[config.mk]
export PLATFORM = sky130hd
export DESIGN_NAME = dma_prog_master_flat
export DESIGN_NICKNAME = d
export VERILOG_FILES = /design/src/rtl/dma_prog_master_if.sv /design/src/rtl/dma_prog_master.sv /design/src/flat_wrapper.sv
export SDC_FILE = /design/constraint.sdc
export NUM_CORES = 1
export LEC_CHECK = 0
export ABC_AREA = 1
export BUFFER_PORTS_ARGS = -buffer_cell sky130_fd_sc_hd__buf_2
export CAP_MARGIN = 20
export CORE_ASPECT_RATIO = 1.1
export CORE_UTILIZATION = 56
export CTS_BUF_LIST = sky130_fd_sc_hd__clkbuf_2
export DETAILED_ROUTE_END_ITERATION = 16
export PLACE_DENSITY = 0.92
export SKIP_LAST_GASP = 1
export SLEW_MARGIN = 40
export SYNTH_ARGS = -nofsm -noshare
export SYNTH_HDL_FRONTEND = slang
export SYNTH_SLANG_ARGS = --single-unit
[constraint.sdc]
create_clock -name CLK -period 1.84 [get_ports CLK]
set_input_delay 0.092 -clock CLK [delete_from_list [all_inputs] [get_ports CLK]]
set_output_delay 0.092 -clock CLK [all_outputs]
set_load 0.01 [all_outputs]
[src/rtl/dma_prog_master_if.sv]
// Purpose : request/response and peripheral-bus signal bundle for dma_prog_master.
// master  : DMA-programming block side (accepts requests, drives the 8-bit register bus).
// slave   : environment side (issues requests, models the DMA controller's register bus).
interface dma_prog_master_if;
    logic        REQ_VALID;
    logic        REQ_READY;
    logic        REQ_WR;
    logic        REQ_WIDE;
    logic [3:0]  REQ_ADDR;
    logic [15:0] REQ_WDATA;
    logic        RSP_VALID;
    logic [15:0] RSP_RDATA;
    logic        HLDA;
    logic        CS_N;
    logic        IOR_N;
    logic        IOW_N;
    logic [3:0]  ADDR_L;
    logic [7:0]  DB_OUT;
    logic        DB_OE;
    logic [7:0]  DB_IN;

    modport master (
        input  REQ_VALID, REQ_WR, REQ_WIDE, REQ_ADDR, REQ_WDATA, HLDA, DB_IN,
        output REQ_READY, RSP_VALID, RSP_RDATA, CS_N, IOR_N, IOW_N, ADDR_L, DB_OUT, DB_OE
    );

    modport slave (
        output REQ_VALID, REQ_WR, REQ_WIDE, REQ_ADDR, REQ_WDATA, HLDA, DB_IN,
        input  REQ_READY, RSP_VALID, RSP_RDATA, CS_N, IOR_N, IOW_N, ADDR_L, DB_OUT, DB_OE
    );
endinterface

[src/rtl/dma_prog_master.sv]
// Purpose : turns 8/16-bit register read/write requests into timed byte cycles on a
//           DMA controller's register bus, yielding to the DMA while HLDA is high.
// Ports   : CLK, RESET (sync, active high); bus (master modport) carries the
//           REQ_* request handshake, RSP_* completion, HLDA and the CS_N/IOR_N/IOW_N/
//           ADDR_L/DB_OUT/DB_OE/DB_IN register bus.
// Params  : STROBE_CYCLES (1..4) strobe low time, CLR_FF_ADDR byte-pointer clear register.
module dma_prog_master #(
    parameter int unsigned STROBE_CYCLES = 2,
    parameter logic [3:0]  CLR_FF_ADDR   = 4'hC
) (
    input logic                CLK,
    input logic                RESET,
    dma_prog_master_if.master  bus
);
    localparam int unsigned CNT_W = 2;
    localparam logic [CNT_W-1:0] CNT_LAST = CNT_W'(STROBE_CYCLES - 1);

    typedef enum logic [2:0] {
        IDLE, WAIT_BUS, SETUP, STROBE, HOLD, DONE
    } state_t;

    state_t            state_q;
    logic [1:0]        idx_q;      // 0: flip-flop clear, 1: low byte, 2: high byte
    logic [CNT_W-1:0]  cnt_q;
    logic              wr_q;
    logic              wide_q;
    logic [3:0]        addr_q;
    logic [15:0]       wdata_q;
    logic [7:0]        rd_lo_q;
    logic [7:0]        rd_hi_q;
    logic              cs_n_q;
    logic              ior_n_q;
    logic              iow_n_q;
    logic [3:0]        addr_l_q;
    logic [7:0]        db_out_q;
    logic              db_oe_q;
    logic              rsp_valid_q;
    logic [15:0]       rsp_rdata_q;

    // Attributes of the byte access selected by idx_q.
    logic       byte_wr;
    logic [3:0] byte_addr;
    logic [7:0] byte_data;
    logic       last_byte;

    always_comb begin
        byte_wr   = wr_q;
        byte_addr = addr_q;
        byte_data = wdata_q[7:0];
        last_byte = wide_q ? (idx_q == 2'd2) : 1'b1;
        if (idx_q == 2'd0) begin
            byte_wr   = 1'b1;
            byte_addr = CLR_FF_ADDR;
            byte_data = 8'h00;
        end else if (idx_q == 2'd2) begin
            byte_data = wdata_q[15:8];
        end
    end

    // Ready is gated by RESET so it is low in every reset cycle.
    assign bus.REQ_READY = (state_q == IDLE) && !RESET;
    assign bus.RSP_VALID = rsp_valid_q;
    assign bus.RSP_RDATA = rsp_rdata_q;
    assign bus.CS_N      = cs_n_q;
    assign bus.IOR_N     = ior_n_q;
    assign bus.IOW_N     = iow_n_q;
    assign bus.ADDR_L    = addr_l_q;
    assign bus.DB_OUT    = db_out_q;
    assign bus.DB_OE     = db_oe_q;

    // Sequencer; bus outputs are set on the edge entering the state they belong to.
    always_ff @(posedge CLK) begin
        if (RESET) begin
            state_q     <= IDLE;
            idx_q       <= 2'd0;
            cnt_q       <= '0;
            wr_q        <= 1'b0;
            wide_q      <= 1'b0;
            addr_q      <= 4'h0;
            wdata_q     <= 16'h0000;
            rd_lo_q     <= 8'h00;
            rd_hi_q     <= 8'h00;
            cs_n_q      <= 1'b1;
            ior_n_q     <= 1'b1;
            iow_n_q     <= 1'b1;
            addr_l_q    <= 4'h0;
            db_out_q    <= 8'h00;
            db_oe_q     <= 1'b0;
            rsp_valid_q <= 1'b0;
            rsp_rdata_q <= 16'h0000;
        end else begin
            rsp_valid_q <= 1'b0;
            unique case (state_q)
                IDLE: begin
                    if (bus.REQ_VALID) begin
                        wr_q    <= bus.REQ_WR;
                        wide_q  <= bus.REQ_WIDE;
                        addr_q  <= bus.REQ_ADDR;
                        wdata_q <= bus.REQ_WDATA;
                        idx_q   <= bus.REQ_WIDE ? 2'd0 : 2'd1;
                        rd_lo_q <= 8'h00;
                        rd_hi_q <= 8'h00;
                        state_q <= WAIT_BUS;
                    end
                end
                WAIT_BUS: begin
                    if (!bus.HLDA) begin
                        cs_n_q   <= 1'b0;
                        addr_l_q <= byte_addr;
                        db_oe_q  <= byte_wr;
                        db_out_q <= byte_wr ? byte_data : 8'h00;
                        state_q  <= SETUP;
                    end
                end
                SETUP: begin
                    cnt_q <= '0;
                    if (byte_wr) begin
                        iow_n_q <= 1'b0;
                    end else begin
                        ior_n_q <= 1'b0;
                    end
                    state_q <= STROBE;
                end
                STROBE: begin
                    if (cnt_q == CNT_LAST) begin
                        ior_n_q <= 1'b1;
                        iow_n_q <= 1'b1;
                        // Read data is captured on the edge that ends the strobe.
                        if (!byte_wr) begin
                            if (idx_q == 2'd2) begin
                                rd_hi_q <= bus.DB_IN;
                            end else begin
                                rd_lo_q <= bus.DB_IN;
                            end
                        end
                        state_q <= HOLD;
                    end else begin
                        cnt_q <= cnt_q + CNT_W'(1);
                    end
                end
                HOLD: begin
                    cs_n_q  <= 1'b1;
                    db_oe_q <= 1'b0;
                    if (last_byte) begin
                        rsp_valid_q <= 1'b1;
                        rsp_rdata_q <= {rd_hi_q, rd_lo_q};
                        state_q     <= DONE;
                    end else begin
                        idx_q   <= idx_q + 2'd1;
                        state_q <= WAIT_BUS;
                    end
                end
                DONE: begin
                    state_q <= IDLE;
                end
                default: begin
                    state_q <= IDLE;
                end
            endcase
        end
    end
endmodule

[src/flat_wrapper.sv]
// flat-port wrapper written by rule: the top's interface ports become plain ports
module dma_prog_master_flat 
#(
    parameter int unsigned STROBE_CYCLES = 2,
    parameter logic [3:0]  CLR_FF_ADDR   = 4'hC
)
  (CLK, RESET, bus_REQ_VALID, bus_REQ_WR, bus_REQ_WIDE, bus_REQ_ADDR, bus_REQ_WDATA, bus_HLDA, bus_DB_IN, bus_REQ_READY, bus_RSP_VALID, bus_RSP_RDATA, bus_CS_N, bus_IOR_N, bus_IOW_N, bus_ADDR_L, bus_DB_OUT, bus_DB_OE);
  dma_prog_master_if bus_i ();
  input logic CLK;
  input logic RESET;
  input wire logic [$bits(bus_i.REQ_VALID)-1:0] bus_REQ_VALID;
  input wire logic [$bits(bus_i.REQ_WR)-1:0] bus_REQ_WR;
  input wire logic [$bits(bus_i.REQ_WIDE)-1:0] bus_REQ_WIDE;
  input wire logic [$bits(bus_i.REQ_ADDR)-1:0] bus_REQ_ADDR;
  input wire logic [$bits(bus_i.REQ_WDATA)-1:0] bus_REQ_WDATA;
  input wire logic [$bits(bus_i.HLDA)-1:0] bus_HLDA;
  input wire logic [$bits(bus_i.DB_IN)-1:0] bus_DB_IN;
  output wire logic [$bits(bus_i.REQ_READY)-1:0] bus_REQ_READY;
  output wire logic [$bits(bus_i.RSP_VALID)-1:0] bus_RSP_VALID;
  output wire logic [$bits(bus_i.RSP_RDATA)-1:0] bus_RSP_RDATA;
  output wire logic [$bits(bus_i.CS_N)-1:0] bus_CS_N;
  output wire logic [$bits(bus_i.IOR_N)-1:0] bus_IOR_N;
  output wire logic [$bits(bus_i.IOW_N)-1:0] bus_IOW_N;
  output wire logic [$bits(bus_i.ADDR_L)-1:0] bus_ADDR_L;
  output wire logic [$bits(bus_i.DB_OUT)-1:0] bus_DB_OUT;
  output wire logic [$bits(bus_i.DB_OE)-1:0] bus_DB_OE;
  assign bus_i.REQ_VALID = bus_REQ_VALID;
  assign bus_i.REQ_WR = bus_REQ_WR;
  assign bus_i.REQ_WIDE = bus_REQ_WIDE;
  assign bus_i.REQ_ADDR = bus_REQ_ADDR;
  assign bus_i.REQ_WDATA = bus_REQ_WDATA;
  assign bus_i.HLDA = bus_HLDA;
  assign bus_i.DB_IN = bus_DB_IN;
  assign bus_REQ_READY = bus_i.REQ_READY;
  assign bus_RSP_VALID = bus_i.RSP_VALID;
  assign bus_RSP_RDATA = bus_i.RSP_RDATA;
  assign bus_CS_N = bus_i.CS_N;
  assign bus_IOR_N = bus_i.IOR_N;
  assign bus_IOW_N = bus_i.IOW_N;
  assign bus_ADDR_L = bus_i.ADDR_L;
  assign bus_DB_OUT = bus_i.DB_OUT;
  assign bus_DB_OE = bus_i.DB_OE;
  dma_prog_master #(.STROBE_CYCLES(STROBE_CYCLES), .CLR_FF_ADDR(CLR_FF_ADDR)) u_core (.CLK(CLK), .RESET(RESET), .bus(bus_i));
endmodule
Yosys cells after proc, flatten, opt, wreduce, memory -nomap -nowiden
Index checks and enable logic that the tools add are counted.
{"block": "classes", "add_sub_neg": 2, "eq_ne": 16, "muxes": 36, "n_bitwise": 2, "reduce_logical": 20}
{"cell": "two-way mux 8 bit", "count": 10}
{"cell": "one-hot mux 8 bit (2 select lines)", "count": 2}
{"cell": "one-hot mux 3 bit (5 select lines)", "count": 1}
{"cell": "!= test 2 bit, second input constant", "count": 7}
{"cell": "two-way mux 3 bit", "count": 4}
{"cell": "AND reduction 3 bit", "count": 4}
{"cell": "AND reduction 2 bit", "count": 5}
{"cell": "AND reduction 5 bit", "count": 2}
{"cell": "two-way mux 1 bit", "count": 9}
{"cell": "one-hot mux 1 bit (2 select lines)", "count": 4}
{"cell": "one-hot mux 2 bit (2 select lines)", "count": 2}
{"cell": "nonzero test 2 bit", "count": 4}
{"cell": "equality test 3 x 2 -> 1 bit, second input constant", "count": 2}
{"cell": "two-way mux 2 bit", "count": 3}
{"cell": "!= test 2 x 1 -> 1 bit, second input constant", "count": 3}
{"cell": "adder 2 x 1 -> 2 bit, second input constant", "count": 2}
{"cell": "two-way mux 4 bit", "count": 1}
{"cell": "equality test 3 x 1 -> 1 bit, second input constant", "count": 1}
{"cell": "equality test 3 bit, second input constant", "count": 1}
{"cell": "zero test 3 bit", "count": 1}
{"cell": "equality test 2 x 1 -> 1 bit, second input constant", "count": 1}
{"cell": "equality test 2 bit, second input constant", "count": 1}
{"cell": "zero test 2 bit", "count": 1}
{"cell": "NOT 1 bit", "count": 2}
{"cell": "3 further kinds", "count": 3}
{"block": "word_totals", "ff_bits": 78, "input_bits": 34, "output_inout_bits": 34}

Longest topological paths before layout
Gate-level depths: netlist of the first run.
{"block": "logic_depth", "word_depth": 5, "mapped_depth": 11}

Worst setup path after synthesis of the first run
No wires, ideal clock.
{"block": "synth_path", "path_kind": "register to register", "start": "register u_core.idx_q[0]", "end": "register u_core.idx_q[1]", "setup_time_ps": 128, "arrival_time_ps": 1397, "required_ps": 1712, "path_slack_ps": 316, "stages_incl_launch_ff": 10, "path_buffers": 1, "period_less_slack_ps": 1524, "cell_sequence": "dfxtp_1 inv_1 ha_1 buf_2 inv_1 nand2_1 nand2_4 nand3_1 o21ai_0 nor2_1"}
{"block": "synth_between", "elab_chain_len": 4, "elab_cells_between_ends": 7}
{"element": "start, declared", "line": "dma_prog_master.sv:23", "source": "logic [1:0] idx_q;"}
{"element": "start signal, assigned", "line": "dma_prog_master.sv:100", "source": "idx_q <= bus.REQ_WIDE ? 2'd0 : 2'd1;"}
{"element": "start signal, assigned", "line": "dma_prog_master.sv:149", "source": "idx_q <= idx_q + 2'd1;"}
{"element": "equality test 2 bit", "line": "dma_prog_master.sv:50", "source": "last_byte = wide_q ? (idx_q == 2'd2) : 1'b1;"}
{"element": "two-way mux 1 bit", "line": "dma_prog_master.sv:50"}
{"element": "!= test 2 bit (no line)"}
{"element": "AND reduction 3 bit (no line)"}
Parallel ways exist; a longest one is shown, timed or not. The select of a mux whose other input is x is not followed.
A chain may end at the register's enable or synchronous reset.

Worst setup path in the final report of the first run
{"block": "layout_path", "start": "register u_core.state_q[0]", "end": "output bus_REQ_READY"}
{"block": "layout_between", "elab_chain_len": 2}
{"element": "start, declared", "line": "dma_prog_master.sv:22", "source": "state_t state_q;"}
{"element": "start signal, assigned", "line": "dma_prog_master.sv:74", "source": "state_q <= IDLE;"}
{"element": "start signal, assigned", "line": "dma_prog_master.sv:103", "source": "state_q <= WAIT_BUS;"}
{"element": "start signal, assigned", "line": "dma_prog_master.sv:112", "source": "state_q <= SETUP;"}
{"element": "zero test 3 bit", "line": "dma_prog_master.sv:61", "source": "assign bus.REQ_READY = (state_q == IDLE) && !RESET;"}
{"element": "logical AND 1 bit", "line": "dma_prog_master.sv:61"}
{"element": "end, declared", "line": "flat_wrapper.sv:18", "source": "output wire logic [$bits(bus_i.REQ_READY)-1:0] bus_REQ_READY;"}
Every way passes these cells.

==> flow_metrics.tcl, run 1 <==
set metrics [dict create \
    multi_input_area_sq_um 1410 \
    synthCells 437 \
    drive_gt1_share_pct 20.5 \
    cts.sinks 78 \
    status "completed" \
    clock_path_buffers 2 \
    max_slew_margin_pct 72.7 \
    finalNonFillerCells 612 \
    end_kind "primary output" \
    root_buffer "clkbuf_2" \
    skew_ns 0.0202 \
    via_per_inst 5.30 \
    crit_path_start_kind "flip-flop" \
    syn_nets 474 \
    max_stage_delay_ns 0.45 \
    row_count 28 \
    ys_ff_latch 78 \
    grt_max_degree 45 \
    drt_wl_total_microns 8130 \
    die_y_microns 82.2 \
    synthTopCellsByArea "dfxtp_1 48%, nand2_1 8.6%, a21oi_1 8.0%" \
    design_area_sq_um 4080 \
    period_share_pct 90.7 \
    post_dp_cell_area_sq_um 3660 \
    yosysWarnings 0 \
    post-route-drc-count 0 \
    path_max_fanout 8 \
    r2r_cells 8 \
    worstHoldPathType "in2reg" \
    initial_core_util_pct 59.5 \
    maxCapViolations 0 \
    antenna_found_initial 0 \
    path_clk_slew_ns 0.21 \
    grt_first_pass_wirelength_microns 13100 \
    dr_total_vias 3244 \
    worst-path-buf-inv 1 \
    hold_violations 0 \
    total_power_mw 3.69 \
    drv_slew 0 \
    arrival_ns 1.58 \
    crit_chain "nor2_4 -> nand2_1 -> nor2_1 -> buf_2" \
    min_period_ns 1.67 \
    finalNetCount 570 \
    setup_viol 0 \
    startpoint "u_core.state_q[0]" \
    routedWlPerCell_microns 13.3 \
    rsz0062_at_grt "no" \
    cp.required_ns 1.75 \
    first_iter_violations 215 \
    cts_tree "yes" \
    grt_overflow_total 0 \
    routabilityCongestion 0.848 \
    drt_pass1_iterations 5 \
    fillers 422 \
    path_depth 4 \
    yosysSeqAreaShare_pct 47.7 \
    final.setup.tns_ns 0 \
    post-place-cells 565 \
    grt_pass1_vias 3093 \
    final_common_cell "dfxtp_1" \
    path_class "reg2out" \
    critPathCapture "bus_REQ_READY" \
    layout_setup_ws_ns 0.171 \
    path_delay_family "flip-flops" \
    hold_slack_ns 0.0231 \
    leakage_nw 1.82 \
    r2r-start "u_core.state_q[0]" \
    synth_top_area_share_pct 47.7 \
    htree_levels 3 \
    syn-cell-area_sq_um 3270 \
    dp_slack_ns 0.286 \
    worstMarginPinSlew_ns 0.410 \
    r2r-end "u_core.rd_hi_q[2]" \
    die_x_microns 74.9 \
    num_antenna_cells 0 \
    final_core_util_pct 74.1 \
    fmax_ghz 0.599 \
    ioPinCount 68 \
    p_per_area_nw_per_um2 905 \
    grt_usage_pct 28.5 \
    ir_drop_mv 0.628 \
    final_cell_mix "78 x dfxtp_1, 75 x nand2_1, 67 x buf_2, 52 x a21oi_1, 44 x nor2_1" \
    hpwl_microns 4850 \
    core-area_sq_um 5500 \
    syn2layout_area_growth_pct 24.6 \
    clock_latency_ns 0.54 \
    dieArea_sq_um 6150 \
    synth_top_area_cell "dfxtp_1" \
    reg2reg_slack_ns 0.21 \
    numCtsBuffers 9 \
    synthDistinctLibCells 27 \
    crit_path_top_delay_cell "dfxtp_1" \
    io_buffers 67 \
    seqCellArea_sq_um 1560 \
    ant_nets 0 \
    syn_area_per_cell_sq_um 7.49 \
]
## state kept, by name (all words and copies together) (netlist names)
register and cells:
u_core.bus.RSP_VALID 1, u_core.bus.ADDR_L 4, u_core.bus.RSP_RDATA 16, u_core.addr_q 4, u_core.state_q 3, u_core.wr_q 1
u_core.bus.DB_OUT 8, u_core.bus.DB_OE 1, u_core.rd_hi_q 8, u_core.idx_q 2, u_core.rd_lo_q 8, u_core.bus.IOW_N 1
u_core.bus.IOR_N 1, u_core.wide_q 1, u_core.wdata_q 16, u_core.bus.CS_N 1, u_core.cnt_q 2
## worst min path at each step
stage                           start                 end  depth (start not counted)
floorplan           bus_REQ_WDATA[12]  u_core.wdata_q[12]                          2
global placement                RESET     u_core.bus.CS_N                          3
detailed placement  bus_REQ_WDATA[13]  u_core.wdata_q[13]                          3
CTS                     bus_REQ_VALID   u_core.state_q[1]                          4
global route            bus_REQ_VALID   u_core.state_q[1]                          4
finish                  bus_REQ_VALID   u_core.state_q[1]                          4
## power by group
part / internal (mW) / leakage, nW / switching [mW]
combinational: 0.323 / 1.12 / 0.545
sequential: 1.86 / 0.638 / 0.0971
clock: 0.303 / 0.0652 / 0.569
total: 2.48 / 1.82 / 1.21
## cells in the mapped netlist
library cell,number
o21ai_2,1
o21ai_0,39
nand3_1,39
ha_1,3
inv_1,43
o21ai_1,5
nand2_2,4
clkbuf_1,14
a21oi_1,52
buf_4,2
nor2_2,2
nand2_4,1
dfxtp_1,78
or2_0,1
nand3b_4,1
buf_6,2
clkinv_1,1
a211oi_2,1
a31oi_1,3
inv_4,2
nand3_2,2
buf_2,6
inv_2,1
nand4_1,11
nor2_4,4
nand2_1,75
nor2_1,44
## layout make-up
class,count,area share [%]
clock inverters,5,1.26
clock buffers,10,1.23
inverters,47,4.45
well taps,75,2.30
multi-input cells,288,34.6
repair buffers,109,17.9
flip-flops and latches,78,38.3
## per-layer routing
layer | up-vias | GRT usage (%) | wire, microns
li1 | 1615 | - | -
met1 | 1471 | 30.9 | 3250
met2 | 135 | 52.6 | 4240
met5 | - | 0 | 0
met3 | 23 | 4.73 | 437
met4 | 0 | 14.7 | 208
## logic make-up (layout without fill, tap and decap cells)
family / Yosys count / after routing / synth area share [%]
and+or+nand+nor: 184 / 184 / 26.0
AOI/OAI and AO/OA: 101 / 101 / 15.9
DFF: 78 / 78 / 47.7
buffers and inverters: 71 / 171 / 9.22
adders and majority gates: 3 / 3 / 1.15
## timing repair
item                                   CTS  global route
endpoints found under the hold margin   42             0
gates resized for setup                  0             0
hold buffers                            32             0
buffers inserted                         0             0
## worst register-to-register path, stage by stage (launching register included)
cell     delay, ns
dfxtp_1       0.56
nand2_1       0.08
nor2_1        0.24
nand2_2       0.19
nand2_2       0.17
nor2_4        0.07
nand3_1       0.07
nand2_1       0.06
nor2_1        0.12
No activity file was read; power rests on OpenSTA's default activity.
==> inputs of run 2 (changes only) <==
--- a/config.mk
+++ b/config.mk
@@ -13,6 +13,7 @@
 export CTS_BUF_LIST = sky130_fd_sc_hd__clkbuf_2
 export DETAILED_ROUTE_END_ITERATION = 16
 export PLACE_DENSITY = 0.92
+export RECOVER_POWER = 25
 export SKIP_LAST_GASP = 1
 export SLEW_MARGIN = 40
 export SYNTH_ARGS = -nofsm -noshare
==> flow_metrics.tcl, run 2 (synthesized netlist as in run 1, its figures left out) <==
set metrics [dict create \
    syn2layout_area_growth_pct 23.6 \
    crit_chain "nor2_4 -> nand2_1 -> nor2_1 -> buf_2" \
    reg2reg_slack_ns 0.19 \
    finalNonFillerCells 612 \
    root_buffer "clkbuf_2" \
    first_iter_violations 186 \
    cts.sinks 78 \
    grt_first_pass_wirelength_microns 13100 \
    initial_core_util_pct 59.5 \
    ir_drop_mv 0.628 \
    fmax_ghz 0.597 \
    cp.required_ns 1.75 \
    htree_levels 3 \
    final_common_cell "dfxtp_1" \
    grt_busiest_layer "met2" \
    skew_ns 0.0212 \
    post-route-drc-count 0 \
    r2r-start "u_core.state_q[0]" \
    row_count 28 \
    final.setup.tns_ns 0 \
    end_kind "primary output" \
    period_share_pct 91.0 \
    p_clk_share_pct 23.6 \
    hpwl_microns 4850 \
    cts_resized 0 \
    p_seq_share_pct 53.0 \
    maxCapViolations 0 \
    die_x_microns 74.9 \
    core-area_sq_um 5500 \
    arrival_ns 1.58 \
    via_per_inst 5.28 \
    die_y_microns 82.2 \
    path_max_fanout 8 \
    drt_wl_total_microns 8180 \
    num_antenna_cells 0 \
    max_stage_delay_ns 0.46 \
    drt_pass1_iterations 5 \
    max_slew_margin_pct 73.0 \
    min_period_ns 1.67 \
    post-place-cells 565 \
    dieArea_sq_um 6150 \
    hold_depth 4 \
    path_depth 4 \
    post-cts-setup-buffers 0 \
    leakage_nw 1.71 \
    cts_tree "yes" \
    status "completed" \
    grt_pass1_vias 3093 \
    numCtsBuffers 9 \
    ant_nets 0 \
    p_sw_mw 1.21 \
    p_comb_share_pct 23.4 \
    r2r_cells 8 \
    worstHoldPathType "in2reg" \
    clock_path_buffers 2 \
    drv_slew 0 \
    grt_overflow_total 0 \
    hold_buffers 32 \
    setup_viol 0 \
    final_cell_mix "78 x dfxtp_1, 75 x nand2_1, 52 x a21oi_1, 44 x nor2_1, 43 x inv_1" \
    p_per_area_nw_per_um2 912 \
    grt_usage_pct 28.5 \
    drive_gt1_share_pct 15.3 \
    use_met1_pct 30.9 \
    rsz0062_at_grt "no" \
    use_met2_pct 52.6 \
    worst-path-buf-inv 1 \
    grt_max_degree 45 \
    gr-usage-met3_pct 4.73 \
    worstMarginPinSlew_ns 0.404 \
    antenna_found_initial 0 \
    io_buffers 67 \
    path_class "reg2out" \
    startpoint "u_core.state_q[0]" \
    clock_latency_ns 0.53 \
    routabilityCongestion 0.848 \
    path_clk_slew_ns 0.21 \
    path_delay_family "flip-flops" \
    finalNetCount 570 \
    swShare_pct 32.8 \
    crit_path_start_kind "flip-flop" \
    hold_violations 0 \
    routedWlPerCell_microns 13.4 \
    dr_total_vias 3234 \
    ioPinCount 68 \
    crit_path_top_delay_cell "dfxtp_1" \
    cellInternalPower_mw 2.48 \
    critPathCapture "bus_REQ_READY" \
    r2r-end "u_core.rd_hi_q[2]" \
]
## run 2: area by class of cell
cell class                 instances  area [sq um]
tap                               75          93.8
clock inverter                     5          51.3
timing repair buffer             109           696
clock buffer                      10          50.0
fill                             441          1460
sequential                        78          1560
inverter                          47           181
multi-input combinational        288          1410
## run 2: worst reg2reg max path: cells and delay by family, from the launching register on
kind | cells | cell delay, ns
DFF | 1 | 0.57
and+or+nand+nor | 8 | 1.01
## run 2: worst min-delay path by stage
stage	startpoint	to	slack [ns]
2_1_floorplan	bus_REQ_WDATA[12]	u_core.wdata_q[12]	0.27
3_3_place_gp	RESET	u_core.bus.CS_N	0.35
3_5_place_dp	bus_REQ_WDATA[13]	u_core.wdata_q[13]	0.37
4_1_cts	bus_REQ_VALID	u_core.state_q[1]	0.006
5_1_grt	bus_REQ_VALID	u_core.state_q[1]	0.07
6_report	bus_REQ_VALID	u_core.state_q[1]	0.03
## run 2: per-layer routing
| metal | up-vias | part of all wire, % |
|---|---|---|
| li1 | 1618 | - |
| met2 | 140 | 52 |
| met1 | 1455 | 40 |
| met5 | - | 0 |
| met4 | 0 | 2.4 |
| met3 | 21 | 5.6 |
## run 2: power groups by stage
| stage | logic (mW) | registers (mW) | clock network, mW |
|---|---|---|---|
| 3_3_place_gp | 0.760 | 1.98 | 0 |
| 5_1_grt | 0.984 | 1.97 | 0.951 |
| 4_1_cts | 0.848 | 1.95 | 0.881 |
| 3_5_place_dp | 0.789 | 1.98 | 0 |
| 6_report | 0.863 | 1.95 | 0.870 |
| 2_1_floorplan | 0.610 | 1.96 | 0 |
## run 2: per-stage QoR
| stage | power, mW | utilization (%) | instance area, sq um | hold WS (ns) | setup WS, ns |
|---|---|---|---|---|---|
| floorplan | 2.57 | - | 3270 | 0.268 | 0.316 |
| global placement | 2.74 | 66.5 | 3660 | 0.353 | 0.353 |
| detailed placement | 2.77 | 66.5 | 3660 | 0.367 | 0.286 |
| CTS | 3.68 | 74.1 | 4080 | 0.00561 | 0.169 |
| global route | 3.90 | 73.5 | 4040 | 0.0711 | 0.0513 |
| finish | 3.69 | 73.5 | 4040 | 0.0278 | 0.165 |
==> inputs of run 3 (changes only) <==
--- a/config.mk
+++ b/config.mk
@@ -9,6 +9,7 @@
 export BUFFER_PORTS_ARGS = -buffer_cell sky130_fd_sc_hd__buf_2
 export CAP_MARGIN = 20
 export CORE_ASPECT_RATIO = 1.1
+export CORE_MARGIN = 10
 export CORE_UTILIZATION = 56
 export CTS_BUF_LIST = sky130_fd_sc_hd__clkbuf_2
 export DETAILED_ROUTE_END_ITERATION = 16
==> constraint.sdc (replaced) <==
create_clock -name CLK -period 1.84 [get_ports CLK]
set_input_delay 0.092 -clock CLK [delete_from_list [all_inputs] [get_ports CLK]]
set_output_delay 0.092 -clock CLK [all_outputs]
set_load 0.1 [all_outputs]
==> flow_metrics.tcl, run 3 (synthesized netlist as in run 1, its figures left out) <==
set metrics [dict create \
    cp.required_ns 1.75 \
    design_area_sq_um 4120 \
    ant_nets 0 \
    core-area_sq_um 5730 \
    min_period_ns 1.70 \
    routedWlPerCell_microns 14.5 \
    dr_total_vias 3255 \
    grt_max_degree 37 \
    final.setup.tns_ns 0 \
    drt_wl_total_microns 8920 \
    first_iter_violations 244 \
    cts.sinks 78 \
    post_dp_cell_area_sq_um 3680 \
    dp_slack_ns 0.271 \
    multi_input_area_sq_um 1410 \
    path_clk_slew_ns 0.20 \
    clock_latency_ns 0.49 \
    syn2layout_area_growth_pct 25.8 \
    final_common_cell "dfxtp_1" \
    die_y_microns 100 \
    status "completed" \
    worstHoldPathType "in2reg" \
    antenna_found_initial 0 \
    leakage_nw 1.82 \
    skew_ns 0.0149 \
    total_power_mw 3.96 \
    num_antenna_cells 0 \
    worstMarginPinSlew_ns 0.552 \
    crit_path_start_kind "flip-flop" \
    drv_slew 0 \
    io_buffers 67 \
    maxCapViolations 0 \
    arrival_ns 1.61 \
    rsz0062_at_grt "no" \
    final_core_util_pct 71.8 \
    die_x_microns 92.9 \
    htree_levels 3 \
    end_kind "primary output" \
    ioPinCount 68 \
    numCtsBuffers 9 \
    ir_drop_mv 0.691 \
    grt_pass1_vias 3131 \
    final_cell_mix "77 x dfxtp_1, 75 x nand2_1, 52 x a21oi_1, 46 x buf_2, 44 x nor2_1" \
    grt_first_pass_wirelength_microns 14600 \
    fmax_ghz 0.587 \
    finalNetCount 570 \
    path_class "reg2out" \
    seqCellArea_sq_um 1560 \
    path_max_fanout 6 \
    cts_tree "yes" \
    hold_violations 0 \
    hpwl_microns 5660 \
    setup_viol 0 \
    drt_pass1_iterations 6 \
    root_buffer "clkbuf_2" \
    period_share_pct 92.5 \
    via_per_inst 5.30 \
    clock_path_buffers 2 \
    row_count 29 \
    drive_gt1_share_pct 20.7 \
    post-route-drc-count 0 \
    initial_core_util_pct 57.1 \
    layout_setup_ws_ns 0.138 \
    grt_usage_pct 19.2 \
    p_per_area_nw_per_um2 963 \
    dieArea_sq_um 9300 \
    grt_overflow_total 0 \
    fillers 447 \
    routabilityCongestion 0.885 \
    max_slew_margin_pct 63.4 \
]
[run 3: layout make-up]
type	instances	share of cell area (%)
sequential	78	38.0
multi-input combinational	288	34.2
timing repair buffer	109	18.1
inverter	47	4.41
tap	77	2.34
clock inverter	6	1.89
clock buffer	9	1.09
[run 3: path summary, 6_finish.rpt]
path	cells past startpoint	from	endpoint	slack [ns]
setup / recovery	4	u_core.state_q[1]	bus_REQ_READY	0.14
hold / removal	4	RESET	u_core.idx_q[0]	0.09
setup reg to reg	9	u_core.idx_q[0]	u_core.rd_lo_q[6]	0.22
hold reg to reg	2	u_core.wdata_q[8]	u_core.wdata_q[8]	0.46
[run 3: where the power goes]
| part | switching [mW] | internal (mW) |
|---|---|---|
| sequential | 0.0886 | 1.86 |
| combinational | 0.699 | 0.334 |
| clock | 0.556 | 0.430 |
| total | 1.34 | 2.62 |
[run 3: timing repair]
item / in CTS / in global routing
hold buffers: 31 / 0
hold endpoints to repair: 41 / 0
setup buffers: 0 / 0
setup endpoints to repair: 1 / 1
gates resized for setup: 1 / 2
[run 3: stage by stage]
step                hold slack [ns]  std cells
floorplan                     0.268        437
global placement              0.355        568
detailed placement            0.361        568
CTS                          0.0609        614
global route                 0.0879        614
finish                       0.0929        614
[run 3: critical path: stages, from the launching register on]
cell,delay (ns)
dfxtp_1,0.43
nor2_4,0.20
nand2_1,0.14
nor2_2,0.12
buf_6,0.23
[run 3: routing by layer]
layer | part of all wire (%) | vias to the layer above | track usage, %
met2 | 51 | 122 | 34.2
met5 | 0 | - | 0
met1 | 39 | 1486 | 20.2
li1 | - | 1622 | -
met3 | 7.2 | 25 | 5.60
met4 | 2.4 | 0 | 9.03
